**src/rtl/sgn_alu_pkg.sv**
```systemverilog
// Shared types and helpers for the pipelined signed add/sub/accumulate unit.
package sgn_alu_pkg;

    typedef enum logic [2:0] {
        OP_ADD      = 3'b000,
        OP_ADD_IMM  = 3'b001,
        OP_IMM_ADD  = 3'b010,
        OP_SUB      = 3'b011,
        OP_ACC_ADD  = 3'b100,
        OP_ACC_LOAD = 3'b101,
        OP_ACC_SUB  = 3'b110,
        OP_ILLEGAL  = 3'b111
    } op_e;

    // Sign-extend the low `width` bits of value to 64 bits; callers size-cast the result.
    function automatic logic [63:0] sext(input logic [63:0] value, input int width);
        logic [63:0] mask;
        mask = ~64'd0 << width;
        return value[width-1] ? (value | mask) : (value & ~mask);
    endfunction

    function automatic logic [63:0] sat_max(input int width);
        return (64'd1 << (width - 1)) - 64'd1;
    endfunction

    function automatic logic [63:0] sat_min(input int width);
        return ~sat_max(width);
    endfunction

endpackage

```
**src/rtl/sgn_alu_pipe_if.sv**
```systemverilog
// Operand/result handshake bundle between operand fetch, the ALU pipe and writeback.
interface sgn_alu_pipe_if #(
    parameter int DATA_W = 16,
    parameter int IMM_W  = 6
);
    logic              in_valid;
    logic              in_ready;
    logic [2:0]        in_op;
    logic [DATA_W-1:0] in_d1;
    logic [DATA_W-1:0] in_d2;
    logic [IMM_W-1:0]  in_imm;
    logic              out_valid;
    logic              out_ready;
    logic [DATA_W:0]   out_d;
    logic              out_ovf;
    logic              out_err;
    logic [DATA_W:0]   acc_q;

    modport master (
        output in_valid, in_op, in_d1, in_d2, in_imm, out_ready,
        input  in_ready, out_valid, out_d, out_ovf, out_err, acc_q
    );

    modport slave (
        input  in_valid, in_op, in_d1, in_d2, in_imm, out_ready,
        output in_ready, out_valid, out_d, out_ovf, out_err, acc_q
    );
endinterface

```
**src/rtl/sgn_alu_stage.sv**
```systemverilog
// Generic valid/ready register slice; ready upstream is combinational from ready downstream.
module sgn_alu_stage #(
    parameter type payload_t = logic
) (
    input  logic     clk,
    input  logic     rst_n,
    input  logic     up_valid,
    output logic     up_ready,
    input  payload_t up_data,
    output logic     dn_valid,
    input  logic     dn_ready,
    output payload_t dn_data
);
    logic     valid_reg;
    payload_t data_reg;

    assign up_ready = !valid_reg || dn_ready;
    assign dn_valid = valid_reg;
    assign dn_data  = data_reg;

    // Data only changes on a real transfer, so it holds while the consumer stalls.
    always_ff @(posedge clk or negedge rst_n) begin
        if (!rst_n) begin
            valid_reg <= 1'b0;
            data_reg  <= '0;
        end else if (up_ready) begin
            valid_reg <= up_valid;
            if (up_valid) begin
                data_reg <= up_data;
            end
        end
    end
endmodule

```
**src/rtl/sgn_alu_pipe.sv**
```systemverilog
// Two-stage signed add/sub/accumulate pipe: S1 registers selected operands, S2 registers the result.
module sgn_alu_pipe
    import sgn_alu_pkg::*;
#(
    parameter int DATA_W = 16,
    parameter int IMM_W  = 6,
    parameter bit SAT_EN = 1'b1
) (
    input logic           clk,
    input logic           rst_n,
    sgn_alu_pipe_if.slave bus
);
    localparam int RW = DATA_W + 1;
    localparam int SW = DATA_W + 2;
    localparam logic [RW-1:0] ACC_MAX = RW'(sat_max(RW));
    localparam logic [RW-1:0] ACC_MIN = RW'(sat_min(RW));

    typedef struct packed {
        op_e           op;
        logic [RW-1:0] a;
        logic [RW-1:0] b;
    } s1_t;

    typedef struct packed {
        logic [RW-1:0] d;
        logic          ovf;
        logic          err;
    } s2_t;

    s1_t           s1_in, s1_q;
    s2_t           s2_in, s2_q;
    logic          s1_valid, s2_load;
    logic [RW-1:0] acc_reg, acc_next;
    logic          acc_op;
    logic [SW-1:0] sum_w;

    // Operand select happens ahead of S1 so the stage only carries two operands.
    always_comb begin
        s1_in    = '0;
        s1_in.op = op_e'(bus.in_op);
        s1_in.a  = RW'(sext(64'(bus.in_d1), DATA_W));
        s1_in.b  = RW'(sext(64'(bus.in_d2), DATA_W));
        if (s1_in.op == OP_ADD_IMM) begin
            s1_in.b = RW'(sext(64'(bus.in_imm), IMM_W));
        end
        if (s1_in.op == OP_IMM_ADD) begin
            s1_in.a = RW'(sext(64'(bus.in_imm), IMM_W));
        end
    end

    always_comb begin
        s2_in    = '0;
        acc_next = acc_reg;
        acc_op   = 1'b0;
        sum_w    = '0;
        case (s1_q.op)
            OP_ADD, OP_ADD_IMM, OP_IMM_ADD: s2_in.d = s1_q.a + s1_q.b;
            OP_SUB:                         s2_in.d = s1_q.a - s1_q.b;
            OP_ACC_LOAD: begin
                acc_op   = 1'b1;
                acc_next = s1_q.a;
            end
            OP_ACC_ADD, OP_ACC_SUB: begin
                acc_op = 1'b1;
                // One guard bit: overflow shows as disagreement of the top two sum bits.
                if (s1_q.op == OP_ACC_ADD) begin
                    sum_w = {acc_reg[RW-1], acc_reg} + {s1_q.a[RW-1], s1_q.a};
                end else begin
                    sum_w = {acc_reg[RW-1], acc_reg} - {s1_q.a[RW-1], s1_q.a};
                end
                s2_in.ovf = sum_w[SW-1] ^ sum_w[SW-2];
                if (s2_in.ovf && SAT_EN) begin
                    acc_next = sum_w[SW-1] ? ACC_MIN : ACC_MAX;
                end else begin
                    acc_next = sum_w[RW-1:0];
                end
            end
            default: s2_in.err = 1'b1;
        endcase
        if (acc_op) begin
            s2_in.d = acc_next;
        end
    end

    // Commit on the S1->S2 move so the next accumulate op in S1 already sees the new value.
    always_ff @(posedge clk or negedge rst_n) begin
        if (!rst_n) begin
            acc_reg <= '0;
        end else if (s1_valid && s2_load && acc_op) begin
            acc_reg <= acc_next;
        end
    end

    sgn_alu_stage #(.payload_t(s1_t)) u_s1 (
        .clk      (clk),
        .rst_n    (rst_n),
        .up_valid (bus.in_valid),
        .up_ready (bus.in_ready),
        .up_data  (s1_in),
        .dn_valid (s1_valid),
        .dn_ready (s2_load),
        .dn_data  (s1_q)
    );

    sgn_alu_stage #(.payload_t(s2_t)) u_s2 (
        .clk      (clk),
        .rst_n    (rst_n),
        .up_valid (s1_valid),
        .up_ready (s2_load),
        .up_data  (s2_in),
        .dn_valid (bus.out_valid),
        .dn_ready (bus.out_ready),
        .dn_data  (s2_q)
    );

    assign bus.out_d   = s2_q.d;
    assign bus.out_ovf = s2_q.ovf;
    assign bus.out_err = s2_q.err;
    assign bus.acc_q   = acc_reg;
endmodule
```
**src/flat_wrapper.sv**
```systemverilog
// flat-port wrapper written by rule: the top's interface ports become plain ports
module sgn_alu_pipe_flat import sgn_alu_pkg::*;
#(
    parameter int DATA_W = 16,
    parameter int IMM_W  = 6,
    parameter bit SAT_EN = 1'b1
)
  (clk, rst_n, bus_in_valid, bus_in_op, bus_in_d1, bus_in_d2, bus_in_imm, bus_out_ready, bus_in_ready, bus_out_valid, bus_out_d, bus_out_ovf, bus_out_err, bus_acc_q);
  sgn_alu_pipe_if #(.DATA_W(DATA_W), .IMM_W(IMM_W)) bus_i ();
  input logic clk;
  input logic rst_n;
  input wire logic [$bits(bus_i.in_valid)-1:0] bus_in_valid;
  input wire logic [$bits(bus_i.in_op)-1:0] bus_in_op;
  input wire logic [$bits(bus_i.in_d1)-1:0] bus_in_d1;
  input wire logic [$bits(bus_i.in_d2)-1:0] bus_in_d2;
  input wire logic [$bits(bus_i.in_imm)-1:0] bus_in_imm;
  input wire logic [$bits(bus_i.out_ready)-1:0] bus_out_ready;
  output wire logic [$bits(bus_i.in_ready)-1:0] bus_in_ready;
  output wire logic [$bits(bus_i.out_valid)-1:0] bus_out_valid;
  output wire logic [$bits(bus_i.out_d)-1:0] bus_out_d;
  output wire logic [$bits(bus_i.out_ovf)-1:0] bus_out_ovf;
  output wire logic [$bits(bus_i.out_err)-1:0] bus_out_err;
  output wire logic [$bits(bus_i.acc_q)-1:0] bus_acc_q;
  assign bus_i.in_valid = bus_in_valid;
  assign bus_i.in_op = bus_in_op;
  assign bus_i.in_d1 = bus_in_d1;
  assign bus_i.in_d2 = bus_in_d2;
  assign bus_i.in_imm = bus_in_imm;
  assign bus_i.out_ready = bus_out_ready;
  assign bus_in_ready = bus_i.in_ready;
  assign bus_out_valid = bus_i.out_valid;
  assign bus_out_d = bus_i.out_d;
  assign bus_out_ovf = bus_i.out_ovf;
  assign bus_out_err = bus_i.out_err;
  assign bus_acc_q = bus_i.acc_q;
  sgn_alu_pipe #(.DATA_W(DATA_W), .IMM_W(IMM_W), .SAT_EN(SAT_EN)) u_core (.clk(clk), .rst_n(rst_n), .bus(bus_i));
endmodule
```
**config.mk**
```make
export PLATFORM = sky130hd
export DESIGN_NAME = sgn_alu_pipe_flat
export DESIGN_NICKNAME = d
export VERILOG_FILES = /design/src/rtl/sgn_alu_pkg.sv /design/src/rtl/sgn_alu_pipe_if.sv /design/src/rtl/sgn_alu_stage.sv /design/src/rtl/sgn_alu_pipe.sv /design/src/flat_wrapper.sv
export SDC_FILE = /design/constraint.sdc
export NUM_CORES = 1
export LEC_CHECK = 0
export ABC_CLOCK_PERIOD_IN_PS = 5600
export BUFFER_PORTS_ARGS = -buffer_cell sky130_fd_sc_hd__buf_2
export CORE_MARGIN = 10
export CORE_UTILIZATION = 59
export CTS_CLUSTER_DIAMETER = 50
export DETAILED_ROUTE_END_ITERATION = 10
export PLACE_DENSITY = 0.88
export RECOVER_POWER = 25
export REMOVE_ABC_BUFFERS = 1
export SETUP_SLACK_MARGIN = 0.05
export SLEW_MARGIN = 20
export SYNTH_ARGS = -nofsm -noshare
export SYNTH_HDL_FRONTEND = slang
export SYNTH_SLANG_ARGS = --single-unit
```
**constraint.sdc**
```tcl
create_clock -name clk -period 5.6 [get_ports clk]
set_input_delay 1.68 -clock clk [delete_from_list [all_inputs] [get_ports clk]]
set_output_delay 1.68 -clock clk [all_outputs]
set_load 0.05 [all_outputs]
```
==> summary.txt, run 1 <==
Outcome
  – Run status: finished, violations left
  – Failing checks: capacitance limit, slew limit

Pwr
  – Pint: 1.79 mW
  – Combinational Power Share: 0.666
  – Clock Power Share: 0.116
  – Flop pwr share: 0.219
  – Pwr Density: 605 nW/um^2
  – Worst VDD drop: 0.315 mV
  – P_sw: 2.08 mW
  – Net Sw Frac: 0.537
  – Static Leakage: 3.00 nW

Timing
  – Slew @ Worst Pin: about 2200 ps
  – Final Critical Period: 4800 ps
  – # setup viols final: 0
  – Total negative slack: 0 ps
  – Clock skew: 10.2 ps
  – Maximum clock frequency: 208 MHz
  – Final Hold Vio Count: 0
  – Worst slew margin: -0.495
  – RSZ-0062 raised after global routing: false
  – Max-slew violations: 40
  – Final period util: 0.857
  – Final worst-path setup slack: 800 ps

Floorplanning
  – Die Area: 13900 sq um
  – Die width: approximately 120 um
  – Die H: 118 um
  – Placement Rows: 35
  – Initial core utilization: 0.609
  – I/O pins: just over 80
  – Core Area: 9330 sq um

Worst setup path
  – CP Class: flop to flop
  – Req. time, crit path: 5830 ps
  – RR Endpoint: u_core.u_s2.dn_data[4]
  – R2R depth: 14
  – Worst endpoint data arrival time: around 5000 ps
  – FF-to-FF setup slack: about 800 ps
  – CP startpoint kind: flop
  – Crit Path Max Fanout: 16
  – RR Startpoint: u_core.u_s1.dn_data[34]
  – Crit path capture type: flop

Clocking
  – Clock-pin slew on the worst setup and hold paths: 90 ps
  – Htree depth: 3
  – Clk buf depth: 2
  – Total CTS buffers: 9
  – Post-CTS Setup Repair Bufs: 0
  – Resized cells post-CTS: 0
  – Clk_lat worst skew: 360 ps
  – Post-cts hold buffer count: 0
  – CTS sink count: 73
  – TritonCTS clock tree: done
  – Clock Tree Root: clkbuf_8

Synthesis
  – Yosys cell types: 67
  – Ys Warns: 0
  – EDFF count, synth: 0
  – Syn avg cell area: 8.16 sq um
  – Cells after synthesis: a little under 700
  – Ys flop type: dfrtp_1
  – Sequential-to-total area share from yosys stat: 0.322
  – Mapped cell area: 5680 sq um
  – Synth async-reset ratio: 1.00
  – Seq cells post-synth: 73

Detailed routing
  – Post-route ant nets: 0
  – Residual DRC: 0
  – Vias: about 5500
  – DRT iter0 DRCs: 404
  – First-pass detailed-route iteration total: 6
  – WL/cell: 18.4 um
  – Vias per cell: 6.16
  – Post-Route WL: 16500 um

Global routing
  – Largest net degree at the start of global routing: 68
  – Vias in the first global route: 5365
  – First-pass GRT wire length: ~28000 um
  – GRT overflow: 0
  – Most Used Layer, Global Route: met2
  – Met1 GRT Util: 0.316
  – Met3 Usage GRT: 0.0412
  – GR Layer Usage met2: 0.379
  – All-layer global routing usage: 0.236
  – Initial antenna violation count: 0

Finish
  – Most frequent cells in the layout: 81 x buf_2, 76 x nand2_1, 73 x nor2_1, 73 x dfrtp_1, 67 x o21ai_0
  – Layout cells sized above 1: 0.163
  – N_diodes: 0
  – Post-layout util: 0.686
  – Area grow syn2layout: 12.7%
  – Multi-input gate area: 3680 sq um
  – Fillers: 804
  – Commonest non-fill, non-tap cell in the layout: buf_2
  – Final instance area: 6400 sq um
  – Reg area: 1830 sq um
  – Nets: 846

Hold path
  – Worst min-delay path startpoint: u_core.u_s2.dn_data[0]
  – Worst Hold Class: flop to flop
  – Hold depth: 2
  – Worst hold endpoint: u_core.u_s2.dn_data[0]

Placement
  – Post-DP HPWL: 12700 um
  – Setup WS pre-CTS: 875 ps
  – PortBufs: 82
  – Cell area after placement: between 6000 and 7000 sq um
  – Placer Congestion: 0.986

Flow run
  – Max_cap viols: 1
-- worst max-delay path, stage by stage (launching register included) --
cell	delay [ps]
dfrtp_1	460
nand2b_1	310
or2_2	410
nand2_1	80
o21ai_0	190
fa_1	520
a211o_1	310
a211oi_1	440
o21a_1	210
o31ai_1	110
xnor2_1	470
a21oi_1	300
buf_4	270
a2111oi_0	490
nor3_1	100
-- worst max path at each step --
stage	start	to	slack, ps	depth (start not counted)
after CTS	u_core.u_s1.dn_data[20]	u_core.u_s2.dn_data[4]	870	15
after global routing	u_core.u_s1.dn_data[20]	u_core.u_s2.dn_data[4]	610	14
final	u_core.u_s1.dn_data[34]	u_core.u_s2.dn_data[4]	800	14
after global placement	u_core.u_s1.dn_data[20]	u_core.bus.acc_q[14]	900	14
after floorplan	u_core.u_s1.dn_data[36]	u_core.bus.acc_q[13]	1350	12
after detailed placement	u_core.u_s1.dn_data[20]	u_core.u_s2.dn_data[4]	870	15
-- final cells by class --
class / count / area share
sequential: 73 / 0.285
tap: 129 / 0.0252
multi-input combinational: 574 / 0.575
inverter: 17 / 0.00997
timing repair buffer: 89 / 0.0721
clock buffer: 11 / 0.0221
clock inverter: 5 / 0.00977
-- registers in the layout (all words and copies together), names as in the netlist --
name	flops
u_core.u_s2.dn_valid	1
u_core.bus.acc_q	17
u_core.u_s2.dn_data	19
u_core.u_s1.dn_valid	1
u_core.u_s1.dn_data	35
-- layer usage --
| layer | vias to the layer above | wire [um] |
|---|---|---|
| met3 | 25 | 1240 |
| li1 | 2659 | - |
| met2 | 225 | 7810 |
| met4 | 0 | 214 |
| met1 | 2621 | 7230 |
| met5 | - | 0 |
-- per-stage QoR --
step	total power, mW	cells	hold slack (ps)
2_1_floorplan	2.74	664	471
6_report	3.87	898	508
3_5_place_dp	3.39	882	484
5_1_grt	4.15	898	534
3_3_place_gp	3.31	882	470
4_1_cts	3.84	898	503
-- synth_stat cells, types with 3 or more instances --
cell	number	area (sq um)
xor2_1	26	228
o22ai_1	5	31.3
and3_1	7	43.8
buf_1	3	11.3
a21oi_1	58	290
dfrtp_1	73	1830
inv_1	17	63.8
or2_2	4	25.0
xnor2_1	24	210
clkbuf_1	27	101
o31a_1	3	26.3
o31ai_1	10	75.1
a31oi_1	11	68.8
o21ai_0	67	335
mux2_2	5	56.3
ha_1	35	438
or3_1	3	18.8
nand4_1	3	18.8
nor4_1	7	43.8
a211oi_1	7	52.6
or4_1	3	22.5
mux2i_1	12	120
nand2_1	77	289
nor3_1	30	150
o211ai_1	6	45.0
o21a_1	8	60.1
a21o_1	10	75.1
nand2b_1	12	75.1
nor2_1	73	274
nor2b_1	4	25.0
nand3_1	19	95.1
-- logic make-up after synthesis --
logic type / synth area share
and+or+nand+nor: 0.220
DFF: 0.322
AOI/OAI and AO/OA: 0.228
adders and majority gates: 0.0859
xor gates and xnor gates: 0.0800
buffers and inverters: 0.0328
muxes: 0.0311
-- power groups by stage --
stage / logic (mW) / registers [mW] / clock network, mW
2_1_floorplan: 1.50 / 1.24 / 0
3_3_place_gp: 2.46 / 0.844 / 0
3_5_place_dp: 2.54 / 0.854 / 0
4_1_cts: 2.54 / 0.843 / 0.451
5_1_grt: 2.80 / 0.870 / 0.480
6_report: 2.58 / 0.847 / 0.448
(Power assumes the default switching activity.)
==> run 2: changes to the inputs <==
--- a/config.mk
+++ b/config.mk
@@ -7,8 +7,10 @@
 export LEC_CHECK = 0
 export ABC_CLOCK_PERIOD_IN_PS = 5600
 export BUFFER_PORTS_ARGS = -buffer_cell sky130_fd_sc_hd__buf_2
+export CELL_PAD_IN_SITES_DETAIL_PLACEMENT = 2
+export CELL_PAD_IN_SITES_GLOBAL_PLACEMENT = 2
 export CORE_MARGIN = 10
-export CORE_UTILIZATION = 59
+export CORE_UTILIZATION = 35
 export CTS_CLUSTER_DIAMETER = 50
 export DETAILED_ROUTE_END_ITERATION = 10
 export PLACE_DENSITY = 0.88
==> summary.txt, run 2 (synthesis gave the netlist of run 1 again) <==
Detailed routing
  – Vias per cell: 5.80 (-5.8%)
  – Post-route ant nets: 0 (unchanged)
  – WL/cell: 22.4 um (+22%)
  – Residual DRC: 0 (unchanged)
  – DRT iter0 DRCs: 341 (-16%)
  – Post-Route WL: 22000 um (+33%)
  – First-pass detailed-route iteration total: 5 (-1)
  – Vias: 5711 (+3.3%)

Floorplanning
  – I/O pins: 83 (unchanged)
  – Placement Rows: 46 (+31%)
  – Die H: 147 um (+25%)
  – Die width: 147 um (+25%)
  – Core Area: 15900 sq um (+70%)
  – Die Area: 21700 sq um (+56%)
  – Initial core utilization: 0.357 (-0.251)

Clocking
  – Post-cts hold buffer count: 0 (unchanged)
  – Clock Tree Root: clkbuf_16
  – Total CTS buffers: 9 (unchanged)
  – Clk buf depth: 2 (unchanged)
  – Htree depth: 3 (unchanged)
  – Clk_lat worst skew: 350 ps (about the same)
  – Resized cells post-CTS: 0 (unchanged)
  – CTS sink count: 73 (unchanged)
  – TritonCTS clock tree: done
  – Clock-pin slew on the worst setup and hold paths: 60 ps (-30 ps)
  – Post-CTS Setup Repair Bufs: 0 (unchanged)

Pwr
  – Pint: 1.90 mW (+6.1%)
  – Flop pwr share: 0.207 (-0.012)
  – Combinational Power Share: 0.657 (-0.009)
  – Worst VDD drop: 0.398 mV (+26%)
  – Static Leakage: 3.04 nW (+1.4%)
  – P_sw: 2.27 mW (+9.1%)
  – Net Sw Frac: 0.544 (+0.00689)
  – Pwr Density: 634 nW/um^2 (+4.7%)
  – Total Power: 4.17 mW (+7.7%)
  – Clock Power Share: 0.136 (+0.020)

Worst setup path
  – CP Cell Sequence: or3_1, or2_2, nor2_1, a21oi_1, xor2_1, ha_1, a21o_1, a211o_1, o21ai_0, or4b_4, o32ai_4, a21oi_1, buf_4, a2111oi_0, nor3_1
  – Worst Path Buf+Inv: 1 (unchanged)
  – RR Endpoint: u_core.u_s2.dn_data[4]
  – CP startpoint kind: flop
  – Worst endpoint data arrival time: 5090 ps (+50 ps)
  – Crit Path Max Fanout: 16 (unchanged)
  – Crit path capture type: flop
  – CP delay by family, top: compound AO/OA/AOI/OAI gates
  – FF-to-FF setup slack: 740 ps (-60 ps)
  – RR Startpoint: u_core.u_s1.dn_data[20]
  – CP Class: flop to flop
  – Most frequent CP cell: a21oi_1
  – Slowest cell delay on critical path: 500 ps (-20 ps)
  – Worst path slowest cell: or4b_4
  – R2R depth: 15 (+1)
  – Req. time, crit path: 5820 ps (about the same)

Global routing
  – Initial antenna violation count: 0 (unchanged)
  – First-pass GRT wire length: 36000 um (+31%)
  – GRT overflow: 0 (unchanged)
  – All-layer global routing usage: 0.205 (-0.0313)
  – Vias in the first global route: 6459 (+20%)
  – Largest net degree at the start of global routing: 68 (unchanged)

Finish
  – Most frequent cells in the layout: 81 x buf_2, 76 x nand2_1, 73 x nor2_1, 73 x dfrtp_1, 67 x o21ai_0
  – N_diodes: 0 (unchanged)
  – Nets: 845 (-0.12%)
  – Max reg flops: 35 (unchanged)
  – Commonest non-fill, non-tap cell in the layout: buf_2
  – Area grow syn2layout: 15.9%
  – Layout cells sized above 1: 0.160 (-0.00239)

Timing
  – # setup viols final: 0 (unchanged)
  – Maximum clock frequency: 206 MHz (-1.3%)
  – Clock skew: 4.61 ps (-5.61 ps)
  – Final Critical Period: 4860 ps (+64.2 ps)
  – Slew @ Worst Pin: 2450 ps (+207 ps)
  – Worst slew margin: -0.633 (-0.138)
  – Max-slew violations: 43 (+7.5%)
  – Final Hold Vio Count: 0 (unchanged)
  – Final period util: 0.869 (+0.0115)
  – Total negative slack: 0 ps (unchanged)
  – RSZ-0062 raised after global routing: false

Placement
  – PortBufs: 82 (unchanged)
  – Post-DP HPWL: 16700 um (+32%)
  – Placer Congestion: 0.945 (-4.2%)

Hold path
  – Worst Hold Class: flop to flop
  – Worst hold endpoint: u_core.u_s2.dn_data[13]
  – Worst min-delay path startpoint: u_core.u_s2.dn_data[13]
  – Hold depth: 2 (unchanged)

Outcome
  – Failing checks: capacitance limit, slew limit
  – Run status: finished, violations left

Flow run
  – Max_cap viols: 1 (unchanged)
==> run 2: worst max path at each step <==
| stage | startpoint | to | slack, ps | cells after the start |
|---|---|---|---|---|
| global placement | u_core.u_s1.dn_data[20] | u_core.bus.acc_q[14] | 790 | 14 |
| floorplan | u_core.u_s1.dn_data[36] | u_core.bus.acc_q[13] | 1350 | 12 |
| CTS | u_core.u_s1.dn_data[20] | u_core.u_s2.dn_data[4] | 740 | 15 |
| finish | u_core.u_s1.dn_data[20] | u_core.u_s2.dn_data[4] | 740 | 15 |
| detailed placement | u_core.u_s1.dn_data[20] | u_core.bus.acc_q[13] | 790 | 15 |
| global route | u_core.u_s1.dn_data[20] | u_core.u_s2.dn_data[4] | 470 | 15 |
==> run 2: area by class of cell <==
type | instances | area [sq um]
multi-input cells | 574 | 3690
clock inverters | 3 | 15.0
clock buffers | 13 | 260
well taps | 216 | 270
fillers | 1861 | 9300
inverters | 17 | 63.8
repair buffers | 88 | 452
flip-flops and latches | 73 | 1830
==> run 2: power by group through the flow <==
stage          combinational [mW]  clock [mW]  sequential (mW)
2_1_floorplan                1.50           0             1.24
3_5_place_dp                 2.68           0            0.870
3_3_place_gp                 2.51           0            0.855
6_report                     2.74       0.567            0.863
5_1_grt                      2.97       0.597            0.889
4_1_cts                      2.72       0.574            0.863
==> run 2: stage by stage <==
| step | cells | setup slack (ps) | area (sq um) | utilization | hold slack, ps |
|---|---|---|---|---|---|
| 6_report | 984 | 735 | 6580 | 0.414 | 507 |
| 5_1_grt | 984 | 466 | 6580 | 0.414 | 540 |
| 4_1_cts | 984 | 743 | 6580 | 0.414 | 513 |
| 3_5_place_dp | 968 | 791 | 6310 | 0.397 | 497 |
| 3_3_place_gp | 968 | 786 | 6290 | 0.396 | 480 |
| 2_1_floorplan | 664 | 1350 | 5560 | - | 471 |
==> run 2: worst min-delay path: stages, from the launching register on <==
cell     delay, ps
dfrtp_1        340
nor2_1          50
nor2_1          80
==> run 2: metal layers <==
metal | share of wire | track usage | vias to the layer above
met5 | 0 | 0 | -
met4 | 0.017 | 0.0689 | 0
met3 | 0.043 | 0.0302 | 25
met2 | 0.51 | 0.361 | 140
met1 | 0.43 | 0.248 | 2905
li1 | - | - | 2641
==> run 3: changes to the inputs <==
--- a/config.mk
+++ b/config.mk
@@ -6,14 +6,14 @@
 export NUM_CORES = 1
 export LEC_CHECK = 0
 export ABC_CLOCK_PERIOD_IN_PS = 5600
-export BUFFER_PORTS_ARGS = -buffer_cell sky130_fd_sc_hd__buf_2
+export BUFFER_PORTS_ARGS = -buffer_cell sky130_fd_sc_hd__clkbuf_2
 export CELL_PAD_IN_SITES_DETAIL_PLACEMENT = 2
 export CELL_PAD_IN_SITES_GLOBAL_PLACEMENT = 2
 export CORE_MARGIN = 10
-export CORE_UTILIZATION = 35
+export CORE_UTILIZATION = 30
 export CTS_CLUSTER_DIAMETER = 50
 export DETAILED_ROUTE_END_ITERATION = 10
-export PLACE_DENSITY = 0.88
+export PLACE_DENSITY = 0.78
 export RECOVER_POWER = 25
 export REMOVE_ABC_BUFFERS = 1
 export SETUP_SLACK_MARGIN = 0.05
==> summary.txt, run 3 (synthesis gave the netlist of run 1 again) <==
Timing
  – Clock skew: 8.16 ps (+3.55 ps)
  – Total negative slack: 0 ps (unchanged)
  – Final worst-path setup slack: 847 ps (+111 ps)
  – # setup viols final: 0 (unchanged)
  – Worst slew margin: -0.300 (+0.333)
  – Slew @ Worst Pin: 1950 ps (-500 ps)
  – Max-slew violations: 74 (+72%)
  – Final Hold Vio Count: 0 (unchanged)
  – Maximum clock frequency: 210 MHz (+2.3%)
  – RSZ-0062 raised after global routing: false
  – Final Critical Period: 4750 ps (-111 ps)
  – Final period util: 0.849 (-0.0199)

Pwr
  – Static Leakage: 3.06 nW (+0.69%)
  – Worst VDD drop: 0.250 mV (-37%)
  – Pwr Density: 623 nW/um^2 (-1.7%)

Detailed routing
  – Vias per cell: 5.51 (-5.0%)
  – DRT iter0 DRCs: 267 (-22%)
  – First-pass detailed-route iteration total: 4 (-1)
  – Met1 WL: 9560 um (+0.95%)
  – WL/cell: 21.5 um (-4.1%)
  – Post-route ant nets: 0 (unchanged)
  – Met2 Wirelength: 10700 um (-4.4%)
  – WL met3: 991 um (+4.8%)
  – Post-Route WL: 21500 um (-2.1%)
  – Highest routed layer: met4
  – Residual DRC: 0 (unchanged)
  – Vias: 5534 (-3.1%)

Floorplanning
  – Die width: 158 um (+6.9%)
  – Placement Rows: 50 (+8.7%)
  – I/O pins: 83 (unchanged)
  – Die Area: 24800 sq um (+14%)
  – Initial core utilization: 0.305 (-0.0529)
  – Core Area: 18600 sq um (+17%)
  – Die H: 158 um (+6.9%)

Worst setup path
  – RR Startpoint: u_core.u_s1.dn_data[20]
  – RR Endpoint: u_core.u_s2.dn_data[9]
  – Crit Path Max Fanout: 19 (+3)
  – Worst endpoint data arrival time: 4960 ps (-130 ps)
  – FF-to-FF setup slack: 850 ps (+110 ps)
  – Crit path capture type: flop
  – Worst setup path end: u_core.u_s2.dn_data[9]
  – CP Class: flop to flop
  – Crit path launch: u_core.u_s1.dn_data[20]
  – Req. time, crit path: 5810 ps (about the same)
  – R2R depth: 15 (unchanged)
  – CP startpoint kind: flop

Finish
  – Max reg flops: 35 (unchanged)
  – Layout cells sized above 1: 0.164 (+0.00348)
  – Most frequent cells in the layout: 81 x clkbuf_2, 76 x nand2_1, 73 x nor2_1, 73 x dfrtp_1, 67 x o21ai_0
  – N_diodes: 0 (unchanged)
  – Fillers: 2149 (+15%)
  – Nets: 848 (+0.36%)
  – Area grow syn2layout: 16.7%
  – Multi-input gate area: 3680 sq um (-0.44%)
  – Reg area: 1830 sq um (unchanged)
  – Commonest non-fill, non-tap cell in the layout: clkbuf_2

Clocking
  – Post-CTS Setup Repair Bufs: 0 (unchanged)
  – Clock-pin slew on the worst setup and hold paths: 60 ps (about the same)
  – Clk buf depth: 2 (unchanged)
  – Clk_lat worst skew: 350 ps (about the same)
  – Post-cts hold buffer count: 0 (unchanged)
  – Total CTS buffers: 9 (unchanged)
  – CTS sink count: 73 (unchanged)
  – TritonCTS clock tree: done
  – Htree depth: 3 (unchanged)
  – Resized cells post-CTS: 0 (unchanged)
  – Clock Tree Root: clkbuf_16

Global routing
  – Vias in the first global route: 6216 (-3.8%)
  – All-layer global routing usage: 0.179 (-0.0258)
  – GRT overflow: 0 (unchanged)
  – Initial antenna violation count: 0 (unchanged)
  – Largest net degree at the start of global routing: 74 (+8.8%)
  – First-pass GRT wire length: 35000 um (-2.9%)

Hold path
  – Worst Hold Class: flop to flop

Placement
  – PortBufs: 82 (unchanged)
  – Post-DP HPWL: 16800 um (+0.56%)
  – Placer Congestion: 0.897 (-5.1%)
  – Setup WS pre-CTS: 908 ps (+117 ps)

Outcome
  – Run status: finished, violations left
  – Failing checks: capacitance limit, slew limit

Flow run
  – Max_cap viols: 1 (unchanged)
-- run 3: layout make-up --
| type | instances | share of cell area |
|---|---|---|
| Multi-Input combinational cell | 574 | 0.555 |
| Sequential cell | 73 | 0.276 |
| Timing Repair Buffer | 91 | 0.0730 |
| Tap cell | 234 | 0.0442 |
| Clock buffer | 13 | 0.0408 |
| Inverter | 17 | 0.00963 |
| Clock inverter | 2 | 0.00189 |
-- run 3: worst max-delay path, cell delays in order, from the launching register on --
cell       delay (ps)
dfrtp_1           460
or3_1             430
or2_2             340
nor2_1            290
a21oi_1           150
xor2_1            180
ha_1              370
a21o_1            200
a211o_1           330
o21ai_0            80
or4b_4            490
o32ai_4           180
xnor2_2           240
buf_4             270
a2111oi_0         470
nor3_1            120
-- run 3: worst min path at each step --
stage	slack (ps)	cells after the start	startpoint	endpoint
2_1_floorplan	470	1	u_core.u_s1.dn_valid	u_core.u_s2.dn_valid
3_3_place_gp	470	2	u_core.u_s2.dn_data[0]	u_core.u_s2.dn_data[0]
3_5_place_dp	480	2	u_core.u_s2.dn_data[0]	u_core.u_s2.dn_data[0]
4_1_cts	490	2	u_core.u_s2.dn_data[0]	u_core.u_s2.dn_data[0]
5_1_grt	540	2	u_core.u_s2.dn_data[0]	u_core.u_s2.dn_data[0]
6_report	490	2	u_core.u_s2.dn_data[0]	u_core.u_s2.dn_data[0]
-- run 3: where the power goes --
| part | switching, mW | internal, mW |
|---|---|---|
| logic | 1.79 | 0.894 |
| clock network | 0.239 | 0.334 |
| registers | 0.184 | 0.686 |
-- run 3: metrics by stage --
step	utilization	hold WS, ps	power, mW	cells	instance area, sq um
finish	0.356	489	4.13	1004	6630
global route	0.356	537	4.46	1004	6630
CTS	0.355	495	4.15	1003	6620
detailed placement	0.340	482	3.54	988	6330
global placement	0.340	470	3.42	988	6330
floorplan	-	471	2.74	664	5560
-- run 3: metal layers --
metal	vias up	track usage
met5	-	0
met2	111	0.307
met3	20	0.0288
li1	2658	-
met4	0	0.0467
met1	2745	0.228
